`config.mk`:
```
export PLATFORM = sky130hd
export DESIGN_NAME = oracle_seq_ctrl
export DESIGN_NICKNAME = d
export VERILOG_FILES = /design/src/rtl/oracle_seq_pkg.sv /design/src/rtl/oracle_seq_ctrl.sv
export SDC_FILE = /design/constraint.sdc
export NUM_CORES = 1
export LEC_CHECK = 0
export ABC_AREA = 0
export BUFFER_PORTS_ARGS = -buffer_cell sky130_fd_sc_hd__buf_2
export CAP_MARGIN = 20
export CORE_MARGIN = 4
export CORE_UTILIZATION = 29
export CTS_BUF_LIST = sky130_fd_sc_hd__clkbuf_8
export DETAILED_ROUTE_END_ITERATION = 12
export PLACE_DENSITY = 0.58
export SYNTH_ARGS = -nofsm -noshare
export SYNTH_HDL_FRONTEND = slang
export SYNTH_SLANG_ARGS = --single-unit
```
`constraint.sdc`:
```
create_clock -name CK -period 2.8 [get_ports CK]
set_input_delay 0 -clock CK [delete_from_list [all_inputs] [get_ports CK]]
set_output_delay 0 -clock CK [all_outputs]
set_load 0.01 [all_outputs]
```
`src/rtl/oracle_seq_pkg.sv`:
```
// Shared types and default widths for the oracle sequencer.
//   seq_state_e : sequencer FSM states
//   *_DFLT      : default frame / counter widths for an s713-class core
package oracle_seq_pkg;

    localparam int unsigned IN_W_DFLT    = 35;
    localparam int unsigned OUT_W_DFLT   = 23;
    localparam int unsigned DEPTH_W_DFLT = 5;

    typedef enum logic [2:0] {
        IDLE     = 3'd0,
        CLEAR    = 3'd1,
        WAIT_VEC = 3'd2,
        STEP     = 3'd3,
        RESP     = 3'd4
    } seq_state_e;

endpackage

```
`src/rtl/oracle_seq_ctrl.sv`:
```
// Sequencer driving an unkeyed sequential core used as an attack oracle.
// Takes a depth-N command, clears the core, steps it once per accepted input
// frame and returns each captured output frame over a valid/ready stream.
//   CK, RN                          clock / async active-low reset
//   cmd_valid/cmd_ready/cmd_depth   command stream (depth 0 rejected via cmd_err)
//   abort                           level; returns to IDLE, drops any pending result
//   vec_valid/vec_ready/vec_data    input frame stream
//   res_valid/res_ready/res_data    output frame stream, res_last on final frame
//   busy                            not IDLE
//   core_clr/core_ce/core_in        controls into the core wrapper
//   core_out                        combinational core outputs
module oracle_seq_ctrl
    import oracle_seq_pkg::*;
#(
    parameter int unsigned IN_W    = IN_W_DFLT,
    parameter int unsigned OUT_W   = OUT_W_DFLT,
    parameter int unsigned DEPTH_W = DEPTH_W_DFLT
) (
    input  logic               CK,
    input  logic               RN,
    input  logic               cmd_valid,
    output logic               cmd_ready,
    input  logic [DEPTH_W-1:0] cmd_depth,
    input  logic               abort,
    input  logic               vec_valid,
    output logic               vec_ready,
    input  logic [IN_W-1:0]    vec_data,
    output logic               res_valid,
    input  logic               res_ready,
    output logic [OUT_W-1:0]   res_data,
    output logic               res_last,
    output logic               cmd_err,
    output logic               busy,
    output logic               core_clr,
    output logic               core_ce,
    output logic [IN_W-1:0]    core_in,
    input  logic [OUT_W-1:0]   core_out
);

    seq_state_e         state_q;
    seq_state_e         state_d;
    logic [DEPTH_W-1:0] depth_q;
    logic [DEPTH_W-1:0] frame_cnt_q;

    logic cmd_fire;
    logic vec_fire;
    logic res_fire;

    logic cmd_ready_d;
    logic vec_ready_d;
    logic res_valid_d;
    logic busy_d;
    logic core_clr_d;
    logic core_ce_d;
    logic cmd_err_d;

    // Handshakes qualified by abort, which overrides every transfer in its cycle.
    assign cmd_fire = (state_q == IDLE) && cmd_valid && (cmd_depth != '0) && !abort;
    assign vec_fire = (state_q == WAIT_VEC) && vec_valid && !abort;
    assign res_fire = (state_q == RESP) && res_ready && !abort;

    // State register.
    always_ff @(posedge CK or negedge RN) begin
        if (!RN) begin
            state_q <= IDLE;
        end else begin
            state_q <= state_d;
        end
    end

    // Next-state logic.
    always_comb begin
        state_d = state_q;
        if (abort) begin
            state_d = IDLE;
        end else begin
            case (state_q)
                IDLE:     if (cmd_fire) state_d = CLEAR;
                CLEAR:    state_d = WAIT_VEC;
                WAIT_VEC: if (vec_fire) state_d = STEP;
                STEP:     state_d = RESP;
                RESP:     if (res_fire) state_d = res_last ? IDLE : WAIT_VEC;
                default:  state_d = IDLE;
            endcase
        end
    end

    // Output decode from the next state, so registered outputs line up with state_q.
    always_comb begin
        cmd_ready_d = 1'b0;
        vec_ready_d = 1'b0;
        res_valid_d = 1'b0;
        core_clr_d  = 1'b0;
        core_ce_d   = 1'b0;
        case (state_d)
            IDLE:     cmd_ready_d = 1'b1;
            CLEAR:    core_clr_d  = 1'b1;
            WAIT_VEC: vec_ready_d = 1'b1;
            STEP:     core_ce_d   = 1'b1;
            RESP:     res_valid_d = 1'b1;
            default:  ;
        endcase
        busy_d    = (state_d != IDLE);
        cmd_err_d = (state_q == IDLE) && cmd_valid && (cmd_depth == '0) && !abort;
    end

    // Output, counter and datapath registers.
    always_ff @(posedge CK or negedge RN) begin
        if (!RN) begin
            cmd_ready   <= 1'b0;
            vec_ready   <= 1'b0;
            res_valid   <= 1'b0;
            busy        <= 1'b0;
            core_clr    <= 1'b0;
            core_ce     <= 1'b0;
            cmd_err     <= 1'b0;
            res_data    <= '0;
            res_last    <= 1'b0;
            core_in     <= '0;
            depth_q     <= '0;
            frame_cnt_q <= '0;
        end else begin
            cmd_ready <= cmd_ready_d;
            vec_ready <= vec_ready_d;
            res_valid <= res_valid_d;
            busy      <= busy_d;
            core_clr  <= core_clr_d;
            core_ce   <= core_ce_d;
            cmd_err   <= cmd_err_d;

            if (cmd_fire) begin
                depth_q     <= cmd_depth;
                frame_cnt_q <= '0;
            end else if (res_fire && !res_last) begin
                frame_cnt_q <= frame_cnt_q + DEPTH_W'(1);
            end

            if (vec_fire) begin
                core_in <= vec_data;
            end

            // core_out still reflects the pre-step core state during STEP.
            if (state_q == STEP) begin
                res_data <= core_out;
                res_last <= (frame_cnt_q == (depth_q - DEPTH_W'(1)));
            end
        end
    end

endmodule
```
==> impl_summary.md <==
Final layout
In the final layout, the share of cells above drive strength 1 is 52.1%. The repair_antennas step left the layout with diodes totalling 0. The library cells used most frequently in the layout, excluding fill and tap cells, are sky130_fd_sc_hd__buf_2, sky130_fd_sc_hd__dfrtp_1, sky130_fd_sc_hd__dlygate4sd3_1.

The most common cell after layout, fill and taps aside is sky130_fd_sc_hd__buf_2. The post-layout utilization of the core is 46.5%. Counting the fill cells in the layout gives 944. The growth of design area from synthesis to finish is 54.6%. The total number of nets in the final design is 494.

Floorplan
The starting density of the core is 30.1%. The die is 112 µm tall. The total die area is 0.0126 mm². The die width is 112 µm. The site row count is 37. The core region is 0.0105 mm².

The I/O pin count is 135.

Clock tree
The number of sinks handled by clock tree synthesis is 79. The number of gates resized after CTS was 0. In this run, CTS created clock tree buffers numbering 9. The register clock-pin slew on the reported worst setup and hold paths is 0.09 ns.

Clock latency on the worst-skew pair, taken at its later pin, is 0.34 ns. The largest buffer count on any clock path is 2. The CTS tree is yes.

The H-tree depth is 3. The number of setup buffers added after CTS is 0. The CTS root buffer is sky130_fd_sc_hd__clkbuf_8.

Setup path
At the worst endpoint, the arrival time is 2.27 ns. The worst path required time is 3.04 ns. The critical-path cell with the highest stage delay is sky130_fd_sc_hd__dlygate4sd3_1. STA classifies the critical path startpoint as a register. The classification of the worst setup path is reg2reg. Traced cell by cell, the critical path runs through and2b_2, nand2_2, a21oi_1, dlygate4sd3_1. For this run, the slowest stage of the critical path takes 0.58 ns. The path depth of the worst reg2reg path is 4.

STA classifies the critical path endpoint as a register. The reg2reg setup slack is 0.77 ns. Of all nets on the critical path, the largest fanout is 27.

Detailed routing
The detailed-route wire length per cell is 14.2 µm. The DRC violations left is 0. The via count is 2446. The count of nets left with antenna violations once routing finished came out at 0. The first-pass iteration count of the detailed router is 4. The number of violations reported at the end of detailed-routing iteration 0 is 148.

The detailed-route wire length is 8000 µm. The routed via count divided by cell count is 4.34.

Power and ir drop
Summed over all nets, the switching power comes to 1.21 mW. Of the total power, the share spent switching nets is 32.1%. The total power consumption of the routed design is 3.78 mW. VDD sags by at most 0.000369 V.

Dividing total power by cell area gives a power density of 777 mW/mm². The internal portion of the total power is 2.57 mW. The leakage power figure is 2.37 nW. Combinational logic burns 32.7% of the power.

The share of total power dissipated in sequential elements is 45.7%. Per report_power, the clock group accounts for 21.6% of the total.

Timing
The hold slack is 0.0283 ns. The final-report max-slew violation count is 0. The slew of the pin with the lowest slew margin is 0.742 ns. Setup repair after global routing left no endpoint under its margin. The final period demand of the worst path is 2.03 ns. The number of hold violations in the final report is 0. Setup violations remaining at the end of the flow were counted as 0. The clock skew is 0.0120 ns. The post-route setup TNS is 0 ns. For this run, the top clock speed supported by timing is 492 MHz. Dividing the final minimum period by the clock period gives 72.6%. Measured against its own limit, the worst slew margin works out to 50.4%.

Logic synthesis
Summing the sequential cell areas from Yosys gives 62.7% of the chip area. The top cell type's share of synthesized area is 62.7%. By area the synthesized netlist is led by sky130_fd_sc_hd__dfrtp_1, sky130_fd_sc_hd__mux2_2, sky130_fd_sc_hd__xor2_1. The share of synthesized flip-flops with an asynchronous set or reset is 100%. Summing every instance area after synthesis gives 0.00315 mm². The most area-hungry cell type in the Yosys netlist is sky130_fd_sc_hd__dfrtp_1. The count of different cell masters after synthesis is 32. After synthesis the netlist holds a flip-flop and latch count of 79. Yosys mapped a number of flops with a built-in enable equal to 0. The count of yosys warnings during synthesis is 0. The number of nets produced by synthesis is 285. The synthesized netlist cell count is 214. The average instance in the mapped netlist occupies 14.7 µm².

The most used flip-flop cell after synthesis is sky130_fd_sc_hd__dfrtp_1.

Placed design
The global placement routability congestion is 0.793. The estimated wirelength of the detail-placed design is 5170 µm. Input and output buffers added on the ports amount to 134.

GRT
Across every metal layer, demand over resource in global routing totals 12.9%. The pin count of the biggest net entering global routing is 80. The first global-routing pass estimated 13300 µm of wire. The number of global-route vias before repair is 2631. The sum of overflow across all layers after global routing is 0. The initial antenna violation count is 0.

Min path
Along the worst hold path, the cell count comes to 3. The class of the tightest hold or removal check is in2reg.

Status
The flow ran to the end, and the final reports show no timing, DRC or antenna violations.

Flow run
Max-cap violations in this run came to 0.
[through the flow]
stage | instances | setup WS (ns) | instance area, µm²
floorplan | 214 | 1.21 | 3150
global placement | 478 | 0.867 | 3960
detailed placement | 478 | 0.868 | 3960
CTS | 563 | 0.723 | 4840
global route | 564 | 0.633 | 4870
finish | 564 | 0.766 | 4870
[final cells by class]
class                      instances  area, µm²  share of cell area [%]
multi-input combinational        122       1110                    22.8
inverter                           6       22.5                   0.462
timing repair buffer             205       1400                    28.7
clock buffer                      10        138                    2.83
sequential                        79       1980                    40.6
tap                              136        170                    3.49
clock inverter                     6       52.6                    1.08
[Yosys cell counts (3+ instances only)]
cell                       n
sky130_fd_sc_hd__xnor2_1   4
sky130_fd_sc_hd__a21oi_1   5
sky130_fd_sc_hd__xor2_1    6
sky130_fd_sc_hd__nor2_1   10
sky130_fd_sc_hd__dfrtp_1  79
sky130_fd_sc_hd__nand3_1   4
sky130_fd_sc_hd__mux2_2   63
sky130_fd_sc_hd__nand2_1   4
sky130_fd_sc_hd__inv_1     5
sky130_fd_sc_hd__nor3_1    3
sky130_fd_sc_hd__buf_2     5
[kinds of logic after synthesis]
group	Yosys count	synth area share (%)
AOI/OAI and AO/OA	10	2.50
DFF	79	62.7
muxes	63	22.5
buffers and inverters	13	1.99
xor gates and xnor gates	10	2.78
and+or+nand+nor	37	6.67
adders and majority gates	2	0.794
[power groups by stage]
stage | registers, mW | logic (mW) | clock network (mW)
finish | 1.73 | 1.24 | 0.819
global route | 1.79 | 1.35 | 0.901
CTS | 1.73 | 1.24 | 0.865
detailed placement | 1.75 | 1.17 | 0
global placement | 1.74 | 1.14 | 0
floorplan | 1.93 | 0.432 | 0
[state kept, by name (all words and copies together), names as in the netlist]
register / count
res_valid: 1
cmd_err: 1
state_q: 3
core_clr: 1
core_in: 35
cmd_ready: 1
res_last: 1
vec_ready: 1
busy: 1
depth_q: 5
core_ce: 1
frame_cnt_q: 5
res_data: 23
[critical path, delay by kind of cell, from the launching register on]
kind | cells | cell delay [ns]
and+or+nand+nor | 2 | 0.75
DFF | 1 | 0.46
AOI/OAI and AO/OA | 1 | 0.13
buffers and inverters | 1 | 0.58
[path summary, 6_finish.rpt]
kind	start	endpoint
min reg2reg	res_data[0]$_DFFE_PN0N_	res_data[0]$_DFFE_PN0N_
max in group asynchronous	RN	core_in[9]$_DFFE_PN0P_
max reg2reg	state_q[2]$_DFF_PN0_	res_valid$_DFF_PN0_
min in group asynchronous	RN	core_in[18]$_DFFE_PN0P_
min	res_ready	state_q[2]$_DFF_PN0_
max	state_q[2]$_DFF_PN0_	res_valid$_DFF_PN0_
[routing by layer]
metal | up-vias | global-route usage [%] | wire length (µm) | share of wire (%)
met5 | - | 0 | 0 | 0
met4 | 0 | 3.85 | 96 | 1.2
met2 | 103 | 21.3 | 3740 | 47
met3 | 7 | 3.99 | 613 | 7.7
met1 | 1173 | 16.2 | 3560 | 44
li1 | 1163 | - | - | -
[timing repair]
action	in CTS	in global routing
setup endpoints to repair	0	0
hold buffers	69	0
endpoints found under the hold margin	147	0
(Power assumes the default switching activity.)
